===== src/rtl/cpu_6502_uop_sequencer_if.sv =====
// cpu_6502_uop_sequencer_if: bundles the micro-sequencer's control inputs and
// registered outputs. Clock and reset stay outside as plain module ports.
//   i_rdy        CPU RDY, low freezes the sequencer
//   i_opcode     data-bus byte sampled at fetch
//   i_uop_entry  first micro-op address decoded from i_opcode
//   i_uop_ctrl   next-address control field of the current micro-word
//   i_uop_target jump/branch target of the current micro-word
//   i_cond       condition selected by the current micro-word
//   i_nmi_n      NMI, falling-edge triggered
//   i_irq_n      IRQ, level, active low
//   i_iflag      P.I, 1 masks IRQ
//   o_uop_addr   registered micro-ROM address
//   o_ir         registered instruction register
//   o_int_kind   registered entry kind: 0 BRK/none, 1 IRQ, 2 NMI, 3 RESET
//   o_sync       combinational, 1 while the current micro-word is FETCH
// master: drives the inputs (CPU / testbench); slave: the sequencer.
interface cpu_6502_uop_sequencer_if;
  localparam int unsigned ADDR_W = 11;
  localparam int unsigned OP_W   = 8;
  localparam int unsigned CTRL_W = 3;
  localparam int unsigned KIND_W = 2;

  logic              i_rdy;
  logic [OP_W-1:0]   i_opcode;
  logic [ADDR_W-1:0] i_uop_entry;
  logic [CTRL_W-1:0] i_uop_ctrl;
  logic [ADDR_W-1:0] i_uop_target;
  logic              i_cond;
  logic              i_nmi_n;
  logic              i_irq_n;
  logic              i_iflag;
  logic [ADDR_W-1:0] o_uop_addr;
  logic [OP_W-1:0]   o_ir;
  logic [KIND_W-1:0] o_int_kind;
  logic              o_sync;

  modport master (
    output i_rdy, i_opcode, i_uop_entry, i_uop_ctrl, i_uop_target,
           i_cond, i_nmi_n, i_irq_n, i_iflag,
    input  o_uop_addr, o_ir, o_int_kind, o_sync
  );

  modport slave (
    input  i_rdy, i_opcode, i_uop_entry, i_uop_ctrl, i_uop_target,
           i_cond, i_nmi_n, i_irq_n, i_iflag,
    output o_uop_addr, o_ir, o_int_kind, o_sync
  );
endinterface


===== src/rtl/cpu_6502_uop_sequencer.sv =====
// cpu_6502_uop_sequencer: next-address logic for a 6502 micro-coded core.
// Each cycle with i_rdy=1 the micro-word's control field selects the next
// micro-ROM address (NEXT/FETCH/JUMP/BRANCH/HOLD). FETCH loads the
// instruction register or enters an interrupt sequence (NMI > IRQ > opcode).
// Ports:
//   i_clk        rising-edge clock
//   i_rstn       synchronous reset, active low
//   bus          cpu_6502_uop_sequencer_if.slave (see interface header)
//   o_instr_cnt  32-bit FETCH counter, only with CPU_6502_UOP_INSTR_CNT_EN
// Optional feature macro: CPU_6502_UOP_INSTR_CNT_EN.
module cpu_6502_uop_sequencer (
  input  logic i_clk,
  input  logic i_rstn,
  cpu_6502_uop_sequencer_if.slave bus
`ifdef CPU_6502_UOP_INSTR_CNT_EN
  ,
  output logic [31:0] o_instr_cnt
`endif
);
  localparam int unsigned ADDR_W = 11;
  localparam int unsigned OP_W   = 8;
  localparam int unsigned KIND_W = 2;
  localparam int unsigned CNT_W  = 32;

  localparam logic [ADDR_W-1:0] ADDR_RESET = 11'h100;
  localparam logic [ADDR_W-1:0] ADDR_NMI   = 11'h108;
  localparam logic [ADDR_W-1:0] ADDR_IRQ   = 11'h110;

  localparam logic [KIND_W-1:0] KIND_NONE  = 2'd0;
  localparam logic [KIND_W-1:0] KIND_IRQ   = 2'd1;
  localparam logic [KIND_W-1:0] KIND_NMI   = 2'd2;
  localparam logic [KIND_W-1:0] KIND_RESET = 2'd3;

  typedef enum logic [2:0] {
    UOP_NEXT   = 3'b000,
    UOP_FETCH  = 3'b001,
    UOP_JUMP   = 3'b010,
    UOP_BRANCH = 3'b011,
    UOP_HOLD   = 3'b100
  } uop_ctrl_e;

  logic [ADDR_W-1:0] addr_q, addr_d, addr_inc;
  logic [OP_W-1:0]   ir_q, ir_d;
  logic [KIND_W-1:0] kind_q, kind_d;
  logic              nmi_prev_q, nmi_pending_q, nmi_pending_d;
  logic              nmi_edge, take_nmi, fetch_fire;
  uop_ctrl_e         ctrl;

  assign ctrl       = uop_ctrl_e'(bus.i_uop_ctrl);
  assign addr_inc   = addr_q + ADDR_W'(1);
  assign fetch_fire = bus.i_rdy && (ctrl == UOP_FETCH);
  assign nmi_edge   = nmi_prev_q && !bus.i_nmi_n;

  // Next-address, IR and entry-kind selection; everything holds while stalled.
  always_comb begin
    addr_d   = addr_q;
    ir_d     = ir_q;
    kind_d   = kind_q;
    take_nmi = 1'b0;
    if (bus.i_rdy) begin
      case (ctrl)
        UOP_JUMP:   addr_d = bus.i_uop_target;
        UOP_BRANCH: addr_d = bus.i_cond ? bus.i_uop_target : addr_inc;
        UOP_HOLD:   addr_d = bus.i_cond ? addr_inc : addr_q;
        UOP_FETCH: begin
          // Only the registered pending bit is seen here, so an NMI edge
          // arriving in this very cycle waits for the following FETCH.
          if (nmi_pending_q) begin
            addr_d   = ADDR_NMI;
            ir_d     = '0;
            kind_d   = KIND_NMI;
            take_nmi = 1'b1;
          end else if (!bus.i_irq_n && !bus.i_iflag) begin
            addr_d = ADDR_IRQ;
            ir_d   = '0;
            kind_d = KIND_IRQ;
          end else begin
            addr_d = bus.i_uop_entry;
            ir_d   = bus.i_opcode;
            kind_d = KIND_NONE;
          end
        end
        default:    addr_d = addr_inc;  // NEXT and unused codes 101-111
      endcase
    end
  end

  // A fresh edge wins over the clear, so an edge in the entry cycle is kept.
  always_comb begin
    nmi_pending_d = nmi_edge || (nmi_pending_q && !take_nmi);
  end

  // Sequencer state; NMI detector keeps running while i_rdy is low.
  always_ff @(posedge i_clk) begin
    if (!i_rstn) begin
      addr_q        <= ADDR_RESET;
      ir_q          <= '0;
      kind_q        <= KIND_RESET;
      nmi_prev_q    <= 1'b1;
      nmi_pending_q <= 1'b0;
    end else begin
      addr_q        <= addr_d;
      ir_q          <= ir_d;
      kind_q        <= kind_d;
      nmi_prev_q    <= bus.i_nmi_n;
      nmi_pending_q <= nmi_pending_d;
    end
  end

  assign bus.o_uop_addr = addr_q;
  assign bus.o_ir       = ir_q;
  assign bus.o_int_kind = kind_q;
  assign bus.o_sync     = (ctrl == UOP_FETCH);

`ifdef CPU_6502_UOP_INSTR_CNT_EN
  logic [CNT_W-1:0] instr_cnt_q;

  // Counts every taken FETCH, interrupt entries included; wraps naturally.
  always_ff @(posedge i_clk) begin
    if (!i_rstn) begin
      instr_cnt_q <= '0;
    end else if (fetch_fire) begin
      instr_cnt_q <= instr_cnt_q + CNT_W'(1);
    end
  end

  assign o_instr_cnt = instr_cnt_q;
`else
  logic unused_fetch_fire;
  assign unused_fetch_fire = fetch_fire;
`endif
endmodule

===== src/flat_wrapper.sv =====
// flat-port wrapper written by rule: the top's interface ports become plain ports
module cpu_6502_uop_sequencer_flat 
  (i_clk, i_rstn, bus_i_rdy, bus_i_opcode, bus_i_uop_entry, bus_i_uop_ctrl, bus_i_uop_target, bus_i_cond, bus_i_nmi_n, bus_i_irq_n, bus_i_iflag, bus_o_uop_addr, bus_o_ir, bus_o_int_kind, bus_o_sync);
  cpu_6502_uop_sequencer_if bus_i ();
  input  logic i_clk;
  input  logic i_rstn;
  input wire logic [$bits(bus_i.i_rdy)-1:0] bus_i_rdy;
  input wire logic [$bits(bus_i.i_opcode)-1:0] bus_i_opcode;
  input wire logic [$bits(bus_i.i_uop_entry)-1:0] bus_i_uop_entry;
  input wire logic [$bits(bus_i.i_uop_ctrl)-1:0] bus_i_uop_ctrl;
  input wire logic [$bits(bus_i.i_uop_target)-1:0] bus_i_uop_target;
  input wire logic [$bits(bus_i.i_cond)-1:0] bus_i_cond;
  input wire logic [$bits(bus_i.i_nmi_n)-1:0] bus_i_nmi_n;
  input wire logic [$bits(bus_i.i_irq_n)-1:0] bus_i_irq_n;
  input wire logic [$bits(bus_i.i_iflag)-1:0] bus_i_iflag;
  output wire logic [$bits(bus_i.o_uop_addr)-1:0] bus_o_uop_addr;
  output wire logic [$bits(bus_i.o_ir)-1:0] bus_o_ir;
  output wire logic [$bits(bus_i.o_int_kind)-1:0] bus_o_int_kind;
  output wire logic [$bits(bus_i.o_sync)-1:0] bus_o_sync;
  assign bus_i.i_rdy = bus_i_rdy;
  assign bus_i.i_opcode = bus_i_opcode;
  assign bus_i.i_uop_entry = bus_i_uop_entry;
  assign bus_i.i_uop_ctrl = bus_i_uop_ctrl;
  assign bus_i.i_uop_target = bus_i_uop_target;
  assign bus_i.i_cond = bus_i_cond;
  assign bus_i.i_nmi_n = bus_i_nmi_n;
  assign bus_i.i_irq_n = bus_i_irq_n;
  assign bus_i.i_iflag = bus_i_iflag;
  assign bus_o_uop_addr = bus_i.o_uop_addr;
  assign bus_o_ir = bus_i.o_ir;
  assign bus_o_int_kind = bus_i.o_int_kind;
  assign bus_o_sync = bus_i.o_sync;
  cpu_6502_uop_sequencer u_core (.i_clk(i_clk), .i_rstn(i_rstn), .bus(bus_i));
endmodule

===== config.mk =====
export PLATFORM = sky130hd
export DESIGN_NAME = cpu_6502_uop_sequencer_flat
export DESIGN_NICKNAME = d
export VERILOG_FILES = /design/src/rtl/cpu_6502_uop_sequencer_if.sv /design/src/rtl/cpu_6502_uop_sequencer.sv /design/src/flat_wrapper.sv
export SDC_FILE = /design/constraint.sdc
export NUM_CORES = 1
export LEC_CHECK = 0
export ABC_AREA = 1
export ABC_CLOCK_PERIOD_IN_PS = 1400
export CORE_MARGIN = 4
export CORE_UTILIZATION = 42
export CTS_BUF_LIST = sky130_fd_sc_hd__clkbuf_2 sky130_fd_sc_hd__clkbuf_4 sky130_fd_sc_hd__clkbuf_8
export DETAILED_ROUTE_END_ITERATION = 10
export PLACE_DENSITY = 0.83
export SLEW_MARGIN = 10
export SYNTH_ARGS = -nofsm -noshare
export SYNTH_HDL_FRONTEND = slang
export SYNTH_SLANG_ARGS = --single-unit

===== constraint.sdc =====
create_clock -name i_clk -period 1.4 [get_ports i_clk]
set_clock_uncertainty 0.05 [all_clocks]
set_input_delay 0.14 -clock i_clk [delete_from_list [all_inputs] [get_ports i_clk]]
set_output_delay 0.14 -clock i_clk [all_outputs]
set_load 0.02 [all_outputs]

==> metrics <==
status=completed; core area=slightly above 0.003 mm²; Syn Area/Cell=6.84 µm²; top post-synthesis cells by area=dfxtp_1, nand2_1, a21oi_1; Initial Util=43.4%; Final Instance Area=roughly 0.0022 mm²; dpl hpwl=3100 µm; sequential area share after synthesis=35.0%; Final Net Count=about 320; met3 Resource Use GR=around 6.9%; Post-Syn Nets=233; Via density=4.97; Die H=63.9 µm; final estimated routing congestion in global placement=~0.86; delay-heaviest family, CP=buffers and inverters; pin count of the biggest net entering global routing=16; clock tree buffer depth=2; placed cell area=approximately 0.0021 mm²; CP dominant cell by count=inv_2; Synth top cells by count=nand2_1, dfxtp_1, nor2_1; Post-Syn Instances=roughly 190; Worst EP required=1.60 ns; I/O pins=62; initial antenna violation count=0; wire per inst=12.5 µm; internal power=about 0.0010 W; CP Max Fanout=6; Slew Limit Fails=0; CTS sink count=23; critical path, cell by cell=clkdlybuf4s50_1 > buf_4 > nor2_4 > inv_2 > o21ai_4 > inv_2 > o21ai_1 > nand2_1 > a21oi_1; Worst path slowest cell=clkdlybuf4s50_1; fmax=between 0.7 and 0.8 GHz; DRT iter0 DRCs=127; crit-path max cell delay=about 0.42 ns; die footprint=a little over 0.004 mm²; n_diodes=0; unrepaired setup endpoints after global routing=true; share of post-route cells with drive strength above 1=about a fifth; Synth warnings=0; Combinational Power Share=roughly 29%; total grt overflow=0; Flop pwr share=48.5%; WS Path Type=input pin to flip-flop; worst skew pair latency=~0.31 ns; I/O Buffers=61; number of global-route vias before repair=1405; P_leak=between 0.9 and 1 nW; CTS tree=yes; PwrDens=686 mW/mm²; Yosys top cell by area=dfxtp_1; Startpoint Class=input pin; WP buf/inv=4; CP endpoint kind=flip-flop; CTS clock-pin slew for the worst setup and hold paths=0.13 ns; Yosys top cell area share=35.0%; final setup fails=0; DR vias=approximately 1600; count leader, synth=nand2_1; Final period util=95.7%; M2 GR Usage=32.5%; register bit count reported by yosys=23; synthesized area=~0.0013 mm²; switching portion of total power=between 20% and 30%; Netlist cell types=28; Root Buffer=clkbuf_4; met1 GRT Util=~22%; FP Rows=20; fin crit period=approximately 1.3 ns; Max IR drop VDD=~0.48 mV; Hold Slack=around 0.32 ns; Tot Pwr=about 0.0015 W; measured slew at the worst slew-check pin=between 0.2 and 0.3 ns; total CTS buffers=3; drt pass-1 iters=4; H-Tree Level Count=1; Final ANT Viol Nets=0; net switching power=about 0.00045 W; Area Growth Syn to Fin=65.7%; FFs w/ async S/R, synth=0%; Routed WL=~4000 µm; Die X=between 60 and 70 µm; EDFF count, synth=0; first-pass GRT wire length=6270 µm; hold crit path type=input pin to flip-flop; Slew headroom=between 80% and 90%; Max-Cap Viols=0; top_reg_cell synth=dfxtp_1; drc violations=0; Critical Path AT=1.54 ns; Clk network pwr share=22.7%; Final Hold Viols=0; GRT busiest layer=met2; Total GRT Usage=between 10% and 20%
==> state kept, by name (all words and copies together), names as in the netlist <==
| register | flops |
|---|---|
| u_core.nmi_prev_q | 1 |
| u_core.nmi_pending_q | 1 |
| u_core.bus.o_int_kind | 2 |
| u_core.bus.o_uop_addr | 11 |
| u_core.bus.o_ir | 8 |
==> power groups by stage <==
stage                     clock [W]  combinational (W)  sequential [W]
after floorplan                   0           0.000153        0.000767
after global placement            0           0.000432        0.000733
after detailed placement          0           0.000438        0.000734
after CTS                  0.000345           0.000423        0.000723
after global routing       0.000375           0.000468        0.000731
final                      0.000340           0.000430        0.000724
==> layout make-up <==
type / instances / area (µm²)
flip-flops and latches: 23 / 468
multi-input cells: 143 / 788
fillers: 251 / 851
inverters: 21 / 78.8
repair buffers: 83 / 757
clock buffers: 4 / 30.0
well taps: 44 / 55.1
==> path summary, 6_finish.rpt <==
check                                         startpoint                         to  slack, ns  depth (start not counted)
worst max-delay path                   bus_i_uop_ctrl[2]   u_core.bus.o_uop_addr[7]       0.06                          9
worst min-delay path                         bus_i_nmi_n          u_core.nmi_prev_q       0.32                          3
worst max register to register  u_core.bus.o_uop_addr[0]  u_core.bus.o_uop_addr[10]       0.08                         10
worst min register to register        u_core.bus.o_ir[5]         u_core.bus.o_ir[5]       0.42                          2
==> metrics by stage <==
step | setup WS [ns] | util [%] | instances | TNS, ns
2_1_floorplan | 0.0110 | - | 192 | 0
3_3_place_gp | -0.284 | 70.3 | 313 | -3.97
3_5_place_dp | -0.301 | 70.3 | 313 | -4.62
4_1_cts | 0.000961 | 71.2 | 317 | 0
5_1_grt | -0.0489 | 71.9 | 318 | -0.157
6_report | 0.0598 | 71.9 | 318 | 0
==> logic make-up after synthesis <==
kind of cell | Yosys count | share of synthesized area (%)
buffers and inverters | 26 | 8.19
flip-flops | 23 | 35.0
AO/OA/AOI/OAI | 47 | 21.8
AND/OR/NAND/NOR | 92 | 32.0
adder cells (fa/ha/maj) | 1 | 0.952
XOR/XNOR | 3 | 2.00
==> metal layers <==
metal	part of all wire [%]	vias to the layer above	wire, µm
met4	1.1	0	45
met5	0	-	0
li1	-	805	-
met3	9.8	4	389
met2	49	64	1940
met1	40	707	1600
==> worst register-to-register path: cells and delay by family, from the launching register on <==
family	cells	cell delay [ns]
compound gates	1	0.05
fa+ha+maj	1	0.16
buf+inv	1	0.04
flops	1	0.38
simple gates	7	0.57
==> placed cells by master, fill, tap and decap left out, drive strengths merged <==
| cell | instances |
|---|---|
| or2 | 1 |
| a31oi | 5 |
| a32oi | 2 |
| clkdlybuf4s50 | 39 |
| inv | 21 |
| o211ai | 4 |
| xor2 | 1 |
| buf | 22 |
| dfxtp | 23 |
| nand4 | 2 |
| nand3 | 11 |
| o21ai | 15 |
| ha | 1 |
| nand2 | 53 |
| xnor2 | 2 |
| clkbuf | 5 |
| nor3 | 1 |
| nor2 | 24 |
| a22oi | 5 |
| dlygate4sd2 | 21 |
| a21oi | 16 |
==> repair_timing <==
item,4_1_cts,5_1_grt
setup endpoints to repair,23,11
hold buffers,0,0
setup buffers,0,1
cloned,0,0
pin swaps,1,3
resized for setup,26,7
Power figures use the tool's default switching activity.
